[src/rtl/rdptr_fwft.sv]
// rtl/rdptr_fwft.sv - read pointer and first-word-fall-through output stage of the async FIFO
// Optional almost-empty flag is built when RDPTR_FWFT_ALMOST_EMPTY_EN is defined.
module rdptr_fwft #(
  parameter int N         = 8,
  parameter int depth     = 90,
  parameter int W         = 8,
  parameter int AE_THRESH = 4
) (
  input  logic         rd_clk,
  input  logic         rd_rst_n,
  input  logic [N-1:0] wr_ptr,
  output logic [N-1:0] rd_ptr,
  output logic         mem_ren,
  output logic [N-2:0] mem_raddr,
  input  logic [W-1:0] mem_rdata,
  output logic [W-1:0] dout,
  output logic         dout_valid,
  input  logic         dout_ready,
  output logic         fifo_Empty,
  output logic [N-1:0] level
`ifdef RDPTR_FWFT_ALMOST_EMPTY_EN
  ,
  output logic         fifo_Almost_Empty
`endif
);

  localparam logic [N-2:0] LAST_IDX = (N-1)'(depth - 1);
  localparam logic [N:0]   DEPTH_X  = (N+1)'(depth);

  logic [N-1:0] rd_ptr_q, rd_ptr_d;
  logic [1:0]   occ_q, occ_d;
  logic         inflight_q, inflight_d;
  logic [W-1:0] head_q, head_d;
  logic [W-1:0] skid_q, skid_d;
  logic         pop;
  logic [N:0]   level_x;
  logic         level_unused;

  assign rd_ptr     = rd_ptr_q;
  assign mem_raddr  = rd_ptr_q[N-2:0];
  assign dout       = head_q;
  assign dout_valid = (occ_q != 2'd0);
  assign pop        = dout_valid & dout_ready;
  assign fifo_Empty = (rd_ptr_q == wr_ptr);

  // Differing wrap flags mean the writer is one lap ahead, so add a full depth back.
  always_comb begin
    level_x = {2'b00, wr_ptr[N-2:0]} - {2'b00, rd_ptr_q[N-2:0]};
    if (wr_ptr[N-1] != rd_ptr_q[N-1]) begin
      level_x = level_x + DEPTH_X;
    end
  end

  assign level        = level_x[N-1:0];
  assign level_unused = level_x[N];

  assign mem_ren = !fifo_Empty &
                   ((({1'b0, occ_q} + {2'b00, inflight_q}) < 3'd2) | pop);

  always_comb begin
    rd_ptr_d = rd_ptr_q;
    if (mem_ren) begin
      if (rd_ptr_q[N-2:0] == LAST_IDX) begin
        rd_ptr_d = {~rd_ptr_q[N-1], {(N-1){1'b0}}};
      end else begin
        rd_ptr_d = rd_ptr_q + N'(1);
      end
    end
  end

  // occ + inflight never exceeds 2, so a return can never arrive while both entries are full.
  always_comb begin
    head_d     = head_q;
    skid_d     = skid_q;
    occ_d      = occ_q;
    inflight_d = mem_ren;
    if (pop) begin
      if (occ_q == 2'd2) begin
        head_d = skid_q;
      end
      occ_d = occ_q - 2'd1;
    end
    if (inflight_q) begin
      if (occ_d == 2'd0) begin
        head_d = mem_rdata;
      end else begin
        skid_d = mem_rdata;
      end
      occ_d = occ_d + 2'd1;
    end
  end

  always_ff @(posedge rd_clk or negedge rd_rst_n) begin
    if (!rd_rst_n) begin
      rd_ptr_q   <= '0;
      occ_q      <= 2'd0;
      inflight_q <= 1'b0;
      head_q     <= '0;
      skid_q     <= '0;
    end else begin
      rd_ptr_q   <= rd_ptr_d;
      occ_q      <= occ_d;
      inflight_q <= inflight_d;
      head_q     <= head_d;
      skid_q     <= skid_d;
    end
  end

`ifdef RDPTR_FWFT_ALMOST_EMPTY_EN
  assign fifo_Almost_Empty = (level <= N'(AE_THRESH));
`else
  logic [31:0] ae_thresh_unused;
  assign ae_thresh_unused = AE_THRESH;
`endif

endmodule
[config.mk]
export PLATFORM = sky130hd
export DESIGN_NAME = rdptr_fwft
export DESIGN_NICKNAME = d
export VERILOG_FILES = /design/src/rtl/rdptr_fwft.sv
export SDC_FILE = /design/constraint.sdc
export NUM_CORES = 1
export LEC_CHECK = 0
export CORE_MARGIN = 3
export CORE_UTILIZATION = 51
export DETAILED_ROUTE_END_ITERATION = 6
export PLACE_DENSITY = 0.86
export SLEW_MARGIN = 40
export SYNTH_ARGS = -nofsm -noshare
export SYNTH_HDL_FRONTEND = slang
export SYNTH_SLANG_ARGS = --single-unit
[constraint.sdc]
create_clock -name rd_clk -period 5.7 [get_ports rd_clk]
set_input_delay 0.57 -clock rd_clk [delete_from_list [all_inputs] [get_ports rd_clk]]
set_output_delay 0.57 -clock rd_clk [all_outputs]
set_load 0.005 [all_outputs]
==> key figures, run 1 <==
Yosys
  – Cell Area, Synth: 0.00176 mm²
  – Top cells by count, synth: dfrtp_1, inv_1, ha_1, o21ai_0, mux2_2
  – Number of standard cells after synthesis: 176
  – Number of synthesized flops with an enable pin: 0
  – Sequential share of the synthesized area: 38.3%
  – Share of synthesized cell area in and, or, nand and nor gates: 10.9%
  – Distinct cell type count after synthesis: 41
  – Main combinational cell family by area after synthesis: multiplexers
  – Mux contribution to synthesized area: 12.1%
  – Share of the synthesized netlist area taken by xor and xnor gates: 8.37%
  – Top post-synthesis cells by area: dfrtp_1, ha_1, mux2_2
  – Total of flip-flops plus latches after synthesis: 27
  – Proportion of netlist area held by the largest area contributor: 38.3%
  – Avg Cell Area, Syn: 10.0 µm²
  – Compound-gate portion of the synthesized area: 12.1%
  – Count leader, synth: dfrtp_1
  – Count of warnings emitted by yosys: 0
  – Share of flip-flops with an asynchronous set or reset after synthesis: 100%
  – Synthesized-area fraction occupied by adder cells: 10.4%
  – Synth Net Count: 209
  – Cell taking the most area after synthesis: dfrtp_1
  – Leading register cell type out of synthesis: dfrtp_1

Clock network
  – Number of buffers added by the clock tree synthesis step: 3
  – Latest clock arrival within the worst-skew pair: 340 ps
  – Number of levels the H-tree was split into: 1
  – Number of sinks driven by the clock tree: 27
  – Max clock buf depth: 2
  – Clock root cell: clkbuf_4
  – Count of hold-fix buffers inserted at cts: 0
  – Post-CTS clock slew at the launch and capture registers of the worst setup and hold paths: 160 ps
  – TritonCTS clock tree: yes
  – Post-CTS Setup Repair Bufs: 0
  – Cells resized by post-CTS repair: 0

Timing
  – Tcrit/Tclk final: 69.8%
  – Setup repair after global routing missed its margin: no
  – Fmax: 251 MHz
  – Final setup vio count: 0
  – Minimum hold slack: 205 ps
  – Period minus WS final: 3980 ps
  – Aggregate negative setup slack: 0 ps
  – Final Hold Vio Count: 0
  – Layout Skew: 8.81 ps
  – Transition time of the tightest slew-check pin: 743 ps
  – Count of pins over their slew limit: 0
  – Normalized max-slew margin: 50.3%

Die
  – Die X-Extent: 64.8 µm
  – Number of rows in the core area: 20
  – Die Span Y: 64.8 µm
  – Die Footprint: 0.00420 mm²
  – Boundary Pins: 53
  – CORE AREA: 0.00318 mm²
  – Starting Density: 55.5%

Layout
  – Fin area: 0.00229 mm²
  – Antenna Cells: 0
  – Count of nets after finishing: 254
  – Fraction of layout cells with a size suffix above 1: 9.55%
  – Area growth from synthesis to layout: 29.6%
  – FILL cells: 244
  – Util after Layout: 71.9%

Routing
  – Number of DRC markers after the initial detailed-route iteration: 30
  – DR vias: 1,395
  – Post-detailed-route count of antenna-violating nets: 0
  – Wirelength per Cell: 15.0 µm
  – Remaining routing DRC violations: 0
  – Vias per inst: 5.28
  – Total length of routed wires: 3.96 mm
  – DRT Pass-1 Iters: 4

Pwr
  – Peak supply drop: 308 µV
  – Leak Pwr: 1.03 nW
  – Power density over the cells: 635 mW/mm²

Place
  – Post-detail-place hpwl: 3.08 mm
  – DP Area: 0.00226 mm²
  – Quantity of I/O buffers inserted on ports: 52
  – Gpl congestion: 0.898

Global route
  – Grt ovf: 0
  – Largest net degree at the start of global routing: 28
  – Vias in the first global route: 1,493
  – Initial antenna violation count: 0
  – All-layer global routing usage: 20.4%
  – First-pass GRT wire length: 6.69 mm

Worst setup path
  – Critical path class: in2out
  – WP data arrival: 3410 ps
  – Largest driver fanout on the critical path: 3
  – Type of destination of the critical path: output port
  – Kind of launch point of the worst setup path: input port
  – Worst Path Required: 5130 ps

Status
  – Run status: completed

Flow run
  – Reported max-cap violation count: 0

Min path
  – Type of the tightest min-delay check: in2async
-- cells by family after synthesis --
| group | Yosys count |
|---|---|
| compound gates | 35 |
| xor+xnor | 16 |
| fa+ha+maj | 14 |
| buf+inv | 27 |
| flops | 27 |
| mux | 20 |
| simple gates | 37 |
-- placed cells by master (no fill, tap or decap), drive strengths merged, types with 2 or more instances in the layout --
cell           synthesis  final
nand2                 10     10
nand4                  4      4
inv                   14     14
clkdlybuf4s50          0     51
and2                   2      2
mux2i                  9      9
xor2                   9      9
ha                    13     13
xnor2                  7      7
a211o                  2      2
nand3                  2      2
nor3                   3      3
clkbuf                 3      3
a21oi                  8      8
dfrtp                 27     27
nor2b                  2      2
nor2                   9      9
a21o                   2      2
o21ai                 13     13
a31oi                  3      3
mux2                  11     11
-- where the power goes --
part	switching (mW)	internal [mW]
Sequential	0.0895	0.287
Clock	0.0620	0.0270
Combinational	0.424	0.562
-- sequential cells by signal (all words and copies together), names as in the netlist --
register	cells
dout	8
skid_q	8
inflight_q	1
rd_ptr	8
occ_q	2
-- metal layers --
metal,track usage [%],share of wire [%]
met1,25.7,45
met2,35.0,49
met3,2.95,3.6
met4,8.18,1.8
met5,0,0
-- worst paths after layout --
check | start | slack, ps | end | cells after the start
worst max-delay path | wr_ptr[0] | 1720 | level[7] | 12
min in group rd_clk | skid_q[1]$_DFFE_PN0P_ | 530 | skid_q[1]$_DFFE_PN0P_ | 1
worst min register to register | skid_q[1]$_DFFE_PN0P_ | 530 | skid_q[1]$_DFFE_PN0P_ | 1
worst max register to register | occ_q[0]$_DFF_PN0_ | 3040 | skid_q[5]$_DFFE_PN0P_ | 7
max in group asynchronous | rd_rst_n | 5100 | dout[2]$_DFF_PN0_ | 1
worst min-delay path | rd_rst_n | 200 | skid_q[5]$_DFFE_PN0P_ | 1
-- worst max-delay path, stage by stage --
cell and delay [ps]:
clkdlybuf4s50_1 390, inv_1 50, ha_1 140, inv_1 50
fa_1 400, a211oi_1 310, nor2_1 110, xor2_1 190
o31a_1 330, a22oi_1 200, xnor2_1 140, clkdlybuf4s50_1 520
-- stage by stage --
step	total power, mW	std cells	worst slack, ps
finish	1.45	264	1720
global placement	1.33	260	1800
CTS	1.46	264	1730
floorplan	0.958	176	2800
detailed placement	1.37	260	1730
global route	1.58	264	1520
-- layout make-up --
class,count,area (µm²),area share (%)
clock buffer,3,22.5,0.985
tap,44,55.1,2.41
timing repair buffer,52,515,22.6
clock inverter,1,7.51,0.328
multi-input combinational,122,948,41.5
sequential,27,676,29.6
inverter,15,61.3,2.68
No activity file was read; power rests on OpenSTA's default activity.
==> run 2: changes to the inputs <==
Settings changed: CORE_UTILIZATION 51 to 47, PLACE_DENSITY 0.86 to 0.8.
Clock period 5.7 ns to 3.9 ns, I/O delays scaled along.
==> key figures, run 2 (synthesis gave the netlist of run 1 again) <==
Worst setup path
  – WP data arrival: 3200 ps (-210 ps)
  – Path length in cells of the critical path: 12 (unchanged)
  – Largest driver fanout on the critical path: 3 (unchanged)
  – Crit path max-delay cell type: clkdlybuf4s50_1
  – Critical path class: in2out
  – Count of cells along the worst register-to-register path: 7 (unchanged)
  – Reg-to-reg critical path startpoint: occ_q[0]$_DFF_PN0_
  – Total buffers and inverters traversed by the critical path: 4 (unchanged)
  – Kind of launch point of the worst setup path: input port
  – Peak per-stage delay on the critical path: 520 ps (about the same)
  – Destination of the critical timing path: level[7]
  – Worst-case register-to-register setup slack: 1240 ps (-1800 ps)
  – Type of destination of the critical path: output port
  – Worst Path Required: 3510 ps (-1620 ps)
  – Critical path startpoint: wr_ptr[0]
  – Worst flop-to-flop path endpoint: skid_q[4]$_DFFE_PN0P_
  – Cells along the critical path: clkdlybuf4s50_1, inv_1, ha_1, inv_1, fa_1, a211oi_1, nor2_1, xor2_1, o31a_1, a22oi_1, xnor2_1, clkdlybuf4s50_1
  – Category of cells accounting for the largest share of critical-path delay: buffers and inverters

Routing
  – DRT Pass-1 Iters: 4 (unchanged)
  – Wirelength per Cell: 13.7 µm (-8.4%)
  – Total length of routed wires: 3.68 mm (-7.0%)
  – Post-detailed-route count of antenna-violating nets: 0 (unchanged)
  – Remaining routing DRC violations: 0 (unchanged)
  – DR vias: 1,382 (-0.93%)
  – Vias per inst: 5.16 (-2.4%)
  – Number of DRC markers after the initial detailed-route iteration: 71 (+140%)

Timing
  – Aggregate negative setup slack: 0 ps (unchanged)
  – Tcrit/Tclk final: 92.2%
  – Layout Skew: 2.94 ps (-5.87 ps)
  – Transition time of the tightest slew-check pin: 732 ps (-11.7 ps)
  – Final Hold Vio Count: 0 (unchanged)
  – Count of pins over their slew limit: 0 (unchanged)
  – Fmax: 278 MHz
  – Period minus WS final: 3590 ps
  – Setup repair after global routing missed its margin: no
  – Normalized max-slew margin: 51.1% (+0.78 points)
  – Setup slack of the critical path after layout: 305 ps (-1410 ps)
  – Final setup vio count: 0 (unchanged)

Clock network
  – Number of levels the H-tree was split into: 1 (unchanged)
  – Post-CTS clock slew at the launch and capture registers of the worst setup and hold paths: 90 ps (-70 ps)
  – Number of buffers added by the clock tree synthesis step: 3 (unchanged)
  – Number of sinks driven by the clock tree: 27 (unchanged)
  – Latest clock arrival within the worst-skew pair: 260 ps (-80 ps)
  – Cells resized by post-CTS repair: 0 (unchanged)
  – TritonCTS clock tree: yes
  – Clock root cell: clkbuf_8
  – Count of hold-fix buffers inserted at cts: 0 (unchanged)
  – Post-CTS Setup Repair Bufs: 0 (unchanged)
  – Max clock buf depth: 2 (unchanged)

Pwr
  – Power density over the cells: 920 mW/mm² (+45%)
  – Clk pwr share: 7.1% (+1.0 points)
  – Switch Pwr: 0.818 mW (+42%)
  – Peak supply drop: 479 µV (+55%)
  – Portion of total power attributed to sequential cells: 25.3% (-0.7 points)
  – Fraction of power spent switching nets: 38.2% (-1.4 points)
  – Internal cell power: 1.32 mW (+51%)
  – Relative contribution of combinational cells to total power: 67.6% (-0.3 points)
  – Leak Pwr: 1.05 nW (+2.0%)

Die
  – Starting Density: 50.9% (-4.6 points)
  – Die X-Extent: 67.3 µm (+3.8%)
  – Number of rows in the core area: 21 (+5.0%)
  – Die Footprint: 0.00452 mm² (+7.7%)
  – CORE AREA: 0.00347 mm² (+9.1%)
  – Boundary Pins: 53 (unchanged)
  – Die Span Y: 67.3 µm (+3.8%)

Place
  – Pre-CTS setup slack: 327 ps (-1400 ps)
  – Quantity of I/O buffers inserted on ports: 52 (unchanged)
  – Post-detail-place hpwl: 3.00 mm (-2.4%)
  – Gpl congestion: 0.812 (-9.6%)

Global route
  – Vias in the first global route: 1,336 (-11%)
  – Grt ovf: 0 (unchanged)
  – Initial antenna violation count: 0 (unchanged)
  – All-layer global routing usage: 17.7% (-2.7 points)
  – Largest net degree at the start of global routing: 19 (-32%)
  – First-pass GRT wire length: 6.24 mm (-6.7%)

Layout
  – Most frequent standard cell in the layout excluding fill and tap cells: clkdlybuf4s50_1
  – Most frequent cells in the layout: clkdlybuf4s50_1, dfrtp_1, inv_1
  – Fraction of layout cells with a size suffix above 1: 9.91% (+0.36 points)
  – Count of nets after finishing: 256 (+0.79%)
  – Antenna Cells: 0 (unchanged)
  – Area growth from synthesis to layout: 31.8%

Status
  – Run status: completed

Min path
  – Type of the tightest min-delay check: in2async

Flow run
  – Reported max-cap violation count: 0 (unchanged)
## run 2: changes by cell type in the layout (fill, tap and decap cells not counted), sizes merged
cell / change
clkinv: +1
clkinvlp: -1
clkdlybuf4s50: +1
buf: +1
## run 2: worst min path at each step
| stage | startpoint | to | slack (ps) | cells past startpoint |
|---|---|---|---|---|
| 3_5_place_dp | skid_q[7]$_DFFE_PN0P_ | skid_q[7]$_DFFE_PN0P_ | 500 | 1 |
| 5_1_grt | rd_rst_n | skid_q[5]$_DFFE_PN0P_ | 450 | 1 |
| 3_3_place_gp | skid_q[5]$_DFFE_PN0P_ | skid_q[5]$_DFFE_PN0P_ | 490 | 1 |
| 4_1_cts | rd_rst_n | skid_q[5]$_DFFE_PN0P_ | 450 | 1 |
| 6_report | rd_rst_n | skid_q[5]$_DFFE_PN0P_ | 430 | 1 |
| 2_1_floorplan | rd_rst_n | dout[0]$_DFF_PN0_ | 90 | 0 |
## run 2: stage by stage
step | instances | instance area [µm²] | total power, mW | hold slack [ps] | util [%]
after detailed placement | 264 | 2280 | 2.01 | 496 | 65.7
final | 268 | 2320 | 2.14 | 434 | 67.0
after global placement | 264 | 2280 | 1.96 | 489 | 65.7
after floorplan | 176 | 1760 | 1.40 | 94.4 | -
after CTS | 268 | 2320 | 2.16 | 448 | 67.0
after global routing | 268 | 2320 | 2.34 | 454 | 67.0
## run 2: area by class of cell
type | instances | area, µm²
Clock inverter | 1 | 5.00
Sequential cell | 27 | 676
Inverter | 15 | 61.3
Clock buffer | 3 | 41.3
Fill cell | 289 | 1140
Multi-Input combinational cell | 122 | 948
Tap cell | 46 | 57.6
Timing Repair Buffer | 54 | 536
## run 2: metal layers
layer / vias to the layer above / global-route usage (%) / routed length [µm]
met5: - / 0 / 0
met4: 0 / 2.28 / 22
met3: 2 / 2.66 / 145
met2: 29 / 31.4 / 1860
met1: 657 / 23.5 / 1650
li1: 694 / - / -
## run 2: power by group through the flow
stage / clock (mW) / combinational [mW] / sequential [mW]
2_1_floorplan: 0 / 0.875 / 0.525
3_5_place_dp: 0 / 1.46 / 0.549
6_report: 0.152 / 1.45 / 0.541
5_1_grt: 0.166 / 1.61 / 0.563
3_3_place_gp: 0 / 1.42 / 0.538
4_1_cts: 0.156 / 1.46 / 0.543
